## config.mk

```make
export PLATFORM = sky130hd
export DESIGN_NAME = aec_stream
export DESIGN_NICKNAME = d
export VERILOG_FILES = /design/src/rtl/aec_stream.sv
export SDC_FILE = /design/constraint.sdc
export NUM_CORES = 2
export LEC_CHECK = 0
export BUFFER_PORTS_ARGS = -buffer_cell sky130_fd_sc_hd__buf_2
export CAP_MARGIN = 10
export CELL_PAD_IN_SITES_DETAIL_PLACEMENT = 2
export CELL_PAD_IN_SITES_GLOBAL_PLACEMENT = 2
export CORE_ASPECT_RATIO = 0.7
export CORE_MARGIN = 2
export CORE_UTILIZATION = 35
export DETAILED_ROUTE_END_ITERATION = 7
export PLACE_DENSITY = 0.83
export RECOVER_POWER = 25
export SLEW_MARGIN = 20
export SYNTH_ARGS = -nofsm -noshare
export SYNTH_HDL_FRONTEND = slang
export SYNTH_SLANG_ARGS = --single-unit
```

## constraint.sdc

```tcl
create_clock -name clk -period 9.3 [get_ports clk]
set_input_delay 0.465 -clock clk [delete_from_list [all_inputs] [get_ports clk]]
set_output_delay 0.465 -clock clk [all_outputs]
set_load 0.01 [all_outputs]
```

## src/rtl/aec_stream.sv

```systemverilog
// aec_stream: single-pass infix hex expression evaluator (merged shunting-yard/eval)
// with valid/ready streams, error reporting and resync at '='.
`default_nettype none

module aec_stream #(
    parameter int DATA_W = 16,
    parameter int DEPTH  = 16
) (
    input  logic              clk,
    input  logic              rst,
    input  logic              in_valid,
    output logic              in_ready,
    input  logic [7:0]        ascii_in,
    output logic              out_valid,
    input  logic              out_ready,
    output logic [DATA_W-1:0] result,
    output logic              error,
    output logic [1:0]        err_code
);
    localparam int PW = $clog2(DEPTH + 1);
    localparam int AW = (DEPTH > 1) ? $clog2(DEPTH) : 1;

    localparam logic [2:0] S_ACCEPT = 3'd0;
    localparam logic [2:0] S_REDUCE = 3'd1;
    localparam logic [2:0] S_FINAL  = 3'd2;
    localparam logic [2:0] S_FLUSH  = 3'd3;
    localparam logic [2:0] S_DONE   = 3'd4;

    localparam logic [1:0] OP_LP  = 2'd0;
    localparam logic [1:0] OP_MUL = 2'd1;
    localparam logic [1:0] OP_ADD = 2'd2;
    localparam logic [1:0] OP_SUB = 2'd3;

    localparam logic [PW-1:0] FULL = PW'(DEPTH);
    localparam logic [PW-1:0] ONE  = PW'(1);
    localparam logic [PW-1:0] TWO  = PW'(2);

    logic [2:0]        state;
    logic [DATA_W-1:0] vstk [DEPTH];
    logic [1:0]        ostk [DEPTH];
    logic [PW-1:0]     vsp, osp;
    logic              expect_operand, digit_run, pend_close;
    logic [1:0]        pend_op, err_q;

    logic [AW-1:0]     vi1, vi2, oi1, oi2;
    logic [DATA_W-1:0] vtop, vsec, red;
    logic [1:0]        otop, osec, in_op;
    logic              is_digit, is_op;
    logic [3:0]        dval;

    // '(' never reduces; '*' binds tighter than '+'/'-', ties reduce (left-assoc)
    function automatic logic prec_ge(input logic [1:0] top, input logic [1:0] inc);
        return (top != OP_LP) && ((top == OP_MUL) || (inc != OP_MUL));
    endfunction

    assign vi1  = AW'(vsp - ONE);
    assign vi2  = AW'(vsp - TWO);
    assign oi1  = AW'(osp - ONE);
    assign oi2  = AW'(osp - TWO);
    assign vtop = vstk[vi1];
    assign vsec = vstk[vi2];
    assign otop = ostk[oi1];
    assign osec = ostk[oi2];

    assign in_ready = (state == S_ACCEPT) || (state == S_FLUSH);

    always_comb begin
        red = vtop;
        case (otop)
            OP_MUL:  red = vsec * vtop;
            OP_ADD:  red = vsec + vtop;
            OP_SUB:  red = vsec - vtop;
            default: red = vtop;
        endcase
    end

    always_comb begin
        is_digit = 1'b0;
        dval     = 4'd0;
        is_op    = 1'b0;
        in_op    = OP_LP;
        if (ascii_in >= 8'h30 && ascii_in <= 8'h39) begin
            is_digit = 1'b1;
            dval     = ascii_in[3:0];
        end else if (ascii_in >= 8'h61 && ascii_in <= 8'h66) begin
            is_digit = 1'b1;
            dval     = ascii_in[3:0] + 4'd9;
        end
        case (ascii_in)
            8'h2a:   begin is_op = 1'b1; in_op = OP_MUL; end
            8'h2b:   begin is_op = 1'b1; in_op = OP_ADD; end
            8'h2d:   begin is_op = 1'b1; in_op = OP_SUB; end
            default: ;
        endcase
    end

    always_ff @(posedge clk or posedge rst) begin
        if (rst) begin
            state          <= S_ACCEPT;
            vsp            <= '0;
            osp            <= '0;
            expect_operand <= 1'b1;
            digit_run      <= 1'b0;
            pend_close     <= 1'b0;
            pend_op        <= OP_LP;
            err_q          <= 2'd0;
            out_valid      <= 1'b0;
            result         <= '0;
            error          <= 1'b0;
            err_code       <= 2'd0;
            for (int i = 0; i < DEPTH; i++) begin
                vstk[i] <= '0;
                ostk[i] <= OP_LP;
            end
        end else begin
            case (state)
                S_ACCEPT: if (in_valid) begin
                    if (is_digit) begin
                        if (expect_operand) begin
                            if (vsp == FULL) begin
                                err_q <= 2'd2; state <= S_FLUSH;
                            end else begin
                                vstk[vsp[AW-1:0]] <= DATA_W'(dval);
                                vsp               <= vsp + ONE;
                                expect_operand    <= 1'b0;
                                digit_run         <= 1'b1;
                            end
                        end else if (digit_run) begin
                            vstk[vi1] <= (vtop << 4) | DATA_W'(dval);
                        end else begin
                            err_q <= 2'd3; state <= S_FLUSH;
                        end
                    end else begin
                        digit_run <= 1'b0;
                        if (ascii_in == 8'h28) begin
                            if (!expect_operand) begin
                                err_q <= 2'd3; state <= S_FLUSH;
                            end else if (osp == FULL) begin
                                err_q <= 2'd2; state <= S_FLUSH;
                            end else begin
                                ostk[osp[AW-1:0]] <= OP_LP;
                                osp               <= osp + ONE;
                            end
                        end else if (is_op) begin
                            if (expect_operand) begin
                                err_q <= 2'd3; state <= S_FLUSH;
                            end else begin
                                expect_operand <= 1'b1;
                                if (osp != '0 && prec_ge(otop, in_op)) begin
                                    pend_op    <= in_op;
                                    pend_close <= 1'b0;
                                    state      <= S_REDUCE;
                                end else if (osp == FULL) begin
                                    err_q <= 2'd2; state <= S_FLUSH;
                                end else begin
                                    ostk[osp[AW-1:0]] <= in_op;
                                    osp               <= osp + ONE;
                                end
                            end
                        end else if (ascii_in == 8'h29) begin
                            if (expect_operand) begin
                                err_q <= 2'd3; state <= S_FLUSH;
                            end else begin
                                pend_close <= 1'b1;
                                state      <= S_REDUCE;
                            end
                        end else if (ascii_in == 8'h3d) begin
                            if (expect_operand) begin
                                state     <= S_DONE;
                                out_valid <= 1'b1;
                                result    <= '0;
                                error     <= 1'b1;
                                err_code  <= 2'd3;
                            end else begin
                                state <= S_FINAL;
                            end
                        end else begin
                            err_q <= 2'd1; state <= S_FLUSH;
                        end
                    end
                end

                S_REDUCE: begin
                    if (pend_close && osp == '0) begin
                        err_q <= 2'd3; state <= S_FLUSH;
                    end else if (pend_close && otop == OP_LP) begin
                        osp   <= osp - ONE;
                        state <= S_ACCEPT;
                    end else begin
                        vstk[vi2] <= red;
                        vsp       <= vsp - ONE;
                        if (pend_close) begin
                            // matching '(' exposed by this reduction is dropped in the same cycle
                            if (osp >= TWO && osec == OP_LP) begin
                                osp   <= osp - TWO;
                                state <= S_ACCEPT;
                            end else begin
                                osp <= osp - ONE;
                            end
                        end else if (osp >= TWO && prec_ge(osec, pend_op)) begin
                            osp <= osp - ONE;
                        end else begin
                            ostk[oi1] <= pend_op;
                            state     <= S_ACCEPT;
                        end
                    end
                end

                S_FINAL: begin
                    if (osp == '0) begin
                        state     <= S_DONE;
                        out_valid <= 1'b1;
                        result    <= vtop;
                        error     <= 1'b0;
                        err_code  <= 2'd0;
                    end else if (otop == OP_LP) begin
                        state     <= S_DONE;
                        out_valid <= 1'b1;
                        result    <= '0;
                        error     <= 1'b1;
                        err_code  <= 2'd3;
                    end else begin
                        vstk[vi2] <= red;
                        vsp       <= vsp - ONE;
                        osp       <= osp - ONE;
                    end
                end

                S_FLUSH: if (in_valid && ascii_in == 8'h3d) begin
                    state     <= S_DONE;
                    out_valid <= 1'b1;
                    result    <= '0;
                    error     <= 1'b1;
                    err_code  <= err_q;
                end

                S_DONE: if (out_ready) begin
                    state          <= S_ACCEPT;
                    out_valid      <= 1'b0;
                    vsp            <= '0;
                    osp            <= '0;
                    expect_operand <= 1'b1;
                    digit_run      <= 1'b0;
                    pend_close     <= 1'b0;
                    err_q          <= 2'd0;
                end

                default: state <= S_ACCEPT;
            endcase
        end
    end
endmodule

`default_nettype wire
```

; Word-level counts from Yosys, hierarchy flattened
; Cells that the tools add are included.
[totals]
regBits = 328
latchBits = 0
ram_bits = 0
mem_bits_ro = 0
out_inout_bits = 21
memories = 0
[op_classes]
add_sub_neg = 9
mul = 1
div_mod_pow = 0
order_cmp = 16
eq_ne = 61
shift = 0
n_mux = 183
n_bitwise = 12
n_reduce_logical = 45
[ops]
columns = cell, n
row1 = $mux 256, 9
row2 = $bwmux 256, 3
row3 = $pmux 256 s3, 1
row4 = $mux 32, 13
row5 = $mux 16, 17
row6 = $demux 16 s4, 3
row7 = $bmux 16 s4, 2
row8 = $mux 5, 24
row9 = $pmux 16 s3, 2
row10 = $mux 3, 23
row11 = $bwmux 32, 2
row12 = $mux 2, 32
row13 = $pmux 32 s2, 1
row14 = $eq 8x6->1 const B, 6
row15 = $pmux 5 s4, 2
row16 = $mux 1, 34
row17 = $ne 3x3->1 const B, 11
row18 = $and 32x32->32, 1
row19 = $ne 2x2->1 const B, 16
row20 = $not 32->32, 1
row21 = $ge 5x5->1 const B, 6
row22 = $not 4->5, 6
row23 = $reduce_and 9->1, 3
row24 = $lt 5x1->1 const B, 5
row25 = 52 further kinds, 104

; Logic depth before layout (Yosys ltp)
[depth]
depth_word = 16
mapped_depth = 43
ltp_nobuf = 32

; Least setup slack after synthesis
; Ideal clock, no wire load.
[synth_timing]
path_kind = register to register
start = register vsp[0]
end = register vstk[159] (netlist bit)
setup_ps = 122
t_arrival_ps = 8982
t_required_ps = 9178
setup_slack_ps = 197
path_stages_with_launch = 38
cell_sequence = dfrtp_1 > buf_6 > buf_6 > buf_4 > buf_2 > buf_2 > inv_1 > ha_1 > buf_4 > buf_6 > buf_2 > mux4_2 > mux2_2 > mux2_2 > buf_2 > clkbuf_1 > and2_1 > fa_1 > (+2 left out) > inv_1 > fa_1 > fa_1 > inv_1 > fa_1 > fa_1 > xor2_1 > xnor2_1 > xnor2_1 > xnor2_1 > xnor2_1 > xnor2_1 > xnor3_1 > or2_0 > a311o_2 > buf_6 > nand3_2 > a21oi_2
[synth_via]
elab_chain_cells = 12
[synth_rtl]
columns = element, line_no
row1 = "start, declared", 41  ; logic [PW-1:0] vsp, osp;
row2 = "start signal, assigned", 124  ; vsp <= vsp + ONE;
row3 = "start signal, assigned", 191  ; vsp <= vsp - ONE;
row4 = "start signal, assigned", 224  ; vsp <= vsp - ONE;
row5 = branches (longest 12 deep; another with $mul 16x16->16), n/a
row6 = "end signal, assigned by index", 123  ; vstk[vsp[AW-1:0]] <= DATA_W'(dval);
row7 = "end signal, assigned by index", 129  ; vstk[vi1] <= (vtop << 4) | DATA_W'(dval);
row8 = "end signal, assigned by index", 190  ; vstk[vi2] <= red;
row9 = "end, declared", 39  ; logic [DATA_W-1:0] vstk [DEPTH];
; Parallel ways; which one is timed is not known. The select of a mux whose other input is x is not followed.
; A chain may end at the register's enable or synchronous reset.

; Worst setup path after layout
[layout_timing]
start = register vsp[2]
end = register vstk[111] (netlist bit)
; Same word-level chain as after synthesis.

==> results_dict.tcl <==
set metrics [dict create \
    coreArea_um2 78600 \
    slowest_delay_ns 0.94 \
    vias 27000 \
    hpwl_mm 91.2 \
    yosysTopAreaCell "dfrtp_1" \
    synth_area_leaders "dfrtp_1, mux4_2, nand2_1" \
    gp_congestion 0.915 \
    post-route-drc-count 0 \
    drt_iter0_markers 3290 \
    ys_seq_area_frac 0.296 \
    grt-ovfl-total 0 \
    drive_above_1_share 0.132 \
    clockBufferDepth 3 \
    syn_inst 3106 \
    yosysUniqueCellTypes 80 \
    clock_skew_ns 0.0630 \
    io_pins 33 \
    die_x_um 340 \
    path_max_fanout 16 \
    cts_hold_buffers 0 \
    place_area_um2 28900 \
    final_hold_viol_count 0 \
    netlist_area_um2 27700 \
    status "complete, but fails checks" \
    layout-area-overhead-vs-synth_pct 8.89 \
    rrSetupSlack_ns 0.21 \
    cts_tree "yes" \
    avgSynthCellArea_um2 8.93 \
    final_nets 3211 \
    ant_nets 0 \
    relSlewSlack -1.52 \
    tightest_slew_ns 3.78 \
    synth_most_common_cell "nand2_1" \
    finalSetupViolCount 0 \
    critPathKind "flop to flop" \
    root_buffer "clkbuf_16" \
    p_total_mw 9.28 \
    synthArstFlopShare 1.00 \
    vias_per_cell 6.56 \
    crit_arrival_ns 9.54 \
    antenna_found_initial 6 \
    max_freq_ghz 0.110 \
    grt_start_max_net_pins 142 \
    ys_ff_latch 328 \
    fin_ws_ns 0.210 \
    synth_flop_cell "dfrtp_1" \
    track_usage 0.312 \
    portBuffers 32 \
    start_kind "flop" \
    firstDrtPassIters 6 \
    crit_family "adder cells" \
    min_path_type "input pin to flop" \
    worstPathRequired_ns 9.75 \
    power_density_nw_per_um2 307 \
    clock_sinks 328 \
    clk-insertion-delay-late_ns 0.62 \
    path_clk_slew_ns 0.08 \
    ys_top_cells_by_count "nand2_1, o21ai_0, dfrtp_1" \
    grt_pass1_vias 28900 \
    critPathCaptureType "flop" \
    synth_edf_count 0 \
    numCtsBuffers 38 \
    grt_pass1_wl_mm 193 \
    finalInstanceArea_um2 30200 \
    setup_tns_ns 0 \
    drv_slew 196 \
    path_buf_inv 4 \
    vdd.ir_drop.worst_v 0.000204 \
    routedWlPerCell_um 31.4 \
    crit_slowest_cell "o21ai_1" \
    period_share 0.977 \
    whs_ns 0.116 \
    synth_top_area_frac 0.295 \
    routed_wl_mm 129 \
    cts-htree-levels 2 \
    utilization 0.384 \
    syn_nets 3289 \
    failed_checks "max-capacitance violations, max-slew violations" \
    initial_core_util 0.353 \
    die_y_um 240 \
    dieArea_um2 81500 \
    min_period_ns 9.09 \
    place_ws_ns 0.361 \
    dp_cells 4039 \
    yosysWarnings 0 \
    maxCapViolations 2 \
    num_rows 86 \
    p_leak_nw 11.8 \
    final_cell_count_no_fill 4113 \
]
cell type report:
type                    count  area [um^2]
diodes                      4         10.0
clock inverters            17          194
fillers                  8686        48300
repair buffers            123          886
multi-input cells        2382        17900
inverters                 155          586
clock buffers              48         1070
flip-flops and latches    328         8220
well taps                1056         1320
cells in the final DEF, fill, tap and decap left out, types with 11 or more instances in the layout:
cell,Yosys,final
nand2_1,524,524
o21ai_0,371,370
dfrtp_1,327,325
nor2_1,190,187
a21oi_1,183,181
inv_1,155,154
mux4_2,144,144
nand3_1,123,123
o22a_1,97,97
ha_1,90,89
buf_4,17,85
fa_1,81,81
nor2b_1,73,73
a22oi_1,65,65
xnor2_1,52,51
clkbuf_16,0,39
and2_1,37,37
buf_2,23,31
nand2b_1,23,23
mux4_1,23,23
o21a_1,22,22
o211ai_1,22,22
a31oi_1,17,17
nor3_1,16,16
mux2i_1,16,15
a221o_1,16,15
or2_2,14,14
mux2_2,12,12
a21boi_0,11,11
o31a_1,11,11
report_power, final:
part           total [mW]  internal, mW  switching [mW]
logic                5.84          1.85            3.98
clock network        1.63         0.901           0.725
registers            1.82          1.59           0.229
total                9.28          4.34            4.94
worst paths after layout:
kind | start | to | cells after the start
max | vsp[2] | vstk[111] | 27
min | out_ready | state[2] | 2
max reg2reg | vsp[2] | vstk[111] | 27
min reg2reg | err_code[0] | err_code[0] | 2
max in group asynchronous | rst | vsp[1] | 4
min in group asynchronous | rst | result[6] | 3
per-layer routing:
metal  up-vias  GRT usage  part of all wire
met1     14100      0.418              0.41
met3       358     0.0866              0.11
met2      1571      0.483              0.44
li1      10900          -                 -
met5         -          0           0.00036
met4         6      0.115             0.038
flip-flops by register name, indices dropped and copies added (netlist names), 3 cells and up:
name / count
osp: 5
result: 16
state: 3
ostk: 32
vsp: 5
vstk: 256
logic make-up (layout without fill, tap and decap cells):
logic type | Yosys count | after routing | synth area share
AND/OR/NAND/NOR | 1045 | 1045 | 0.168
AO/OA/AOI/OAI | 905 | 905 | 0.203
buffers and inverters | 396 | 343 | 0.0628
flip-flops | 328 | 328 | 0.296
multiplexers | 195 | 195 | 0.149
adder cells (fa/ha/maj) | 172 | 172 | 0.0994
XOR/XNOR | 65 | 65 | 0.0221
other | 0 | 4 | 0
timing repair:
action | CTS | global route
hold endpoints to repair | 0 | 0
setup buffers | 0 | 5
setup endpoints to repair | 0 | 29
gates resized for setup | 0 | 3
Note: power is estimated with default switching activity, not from simulation.
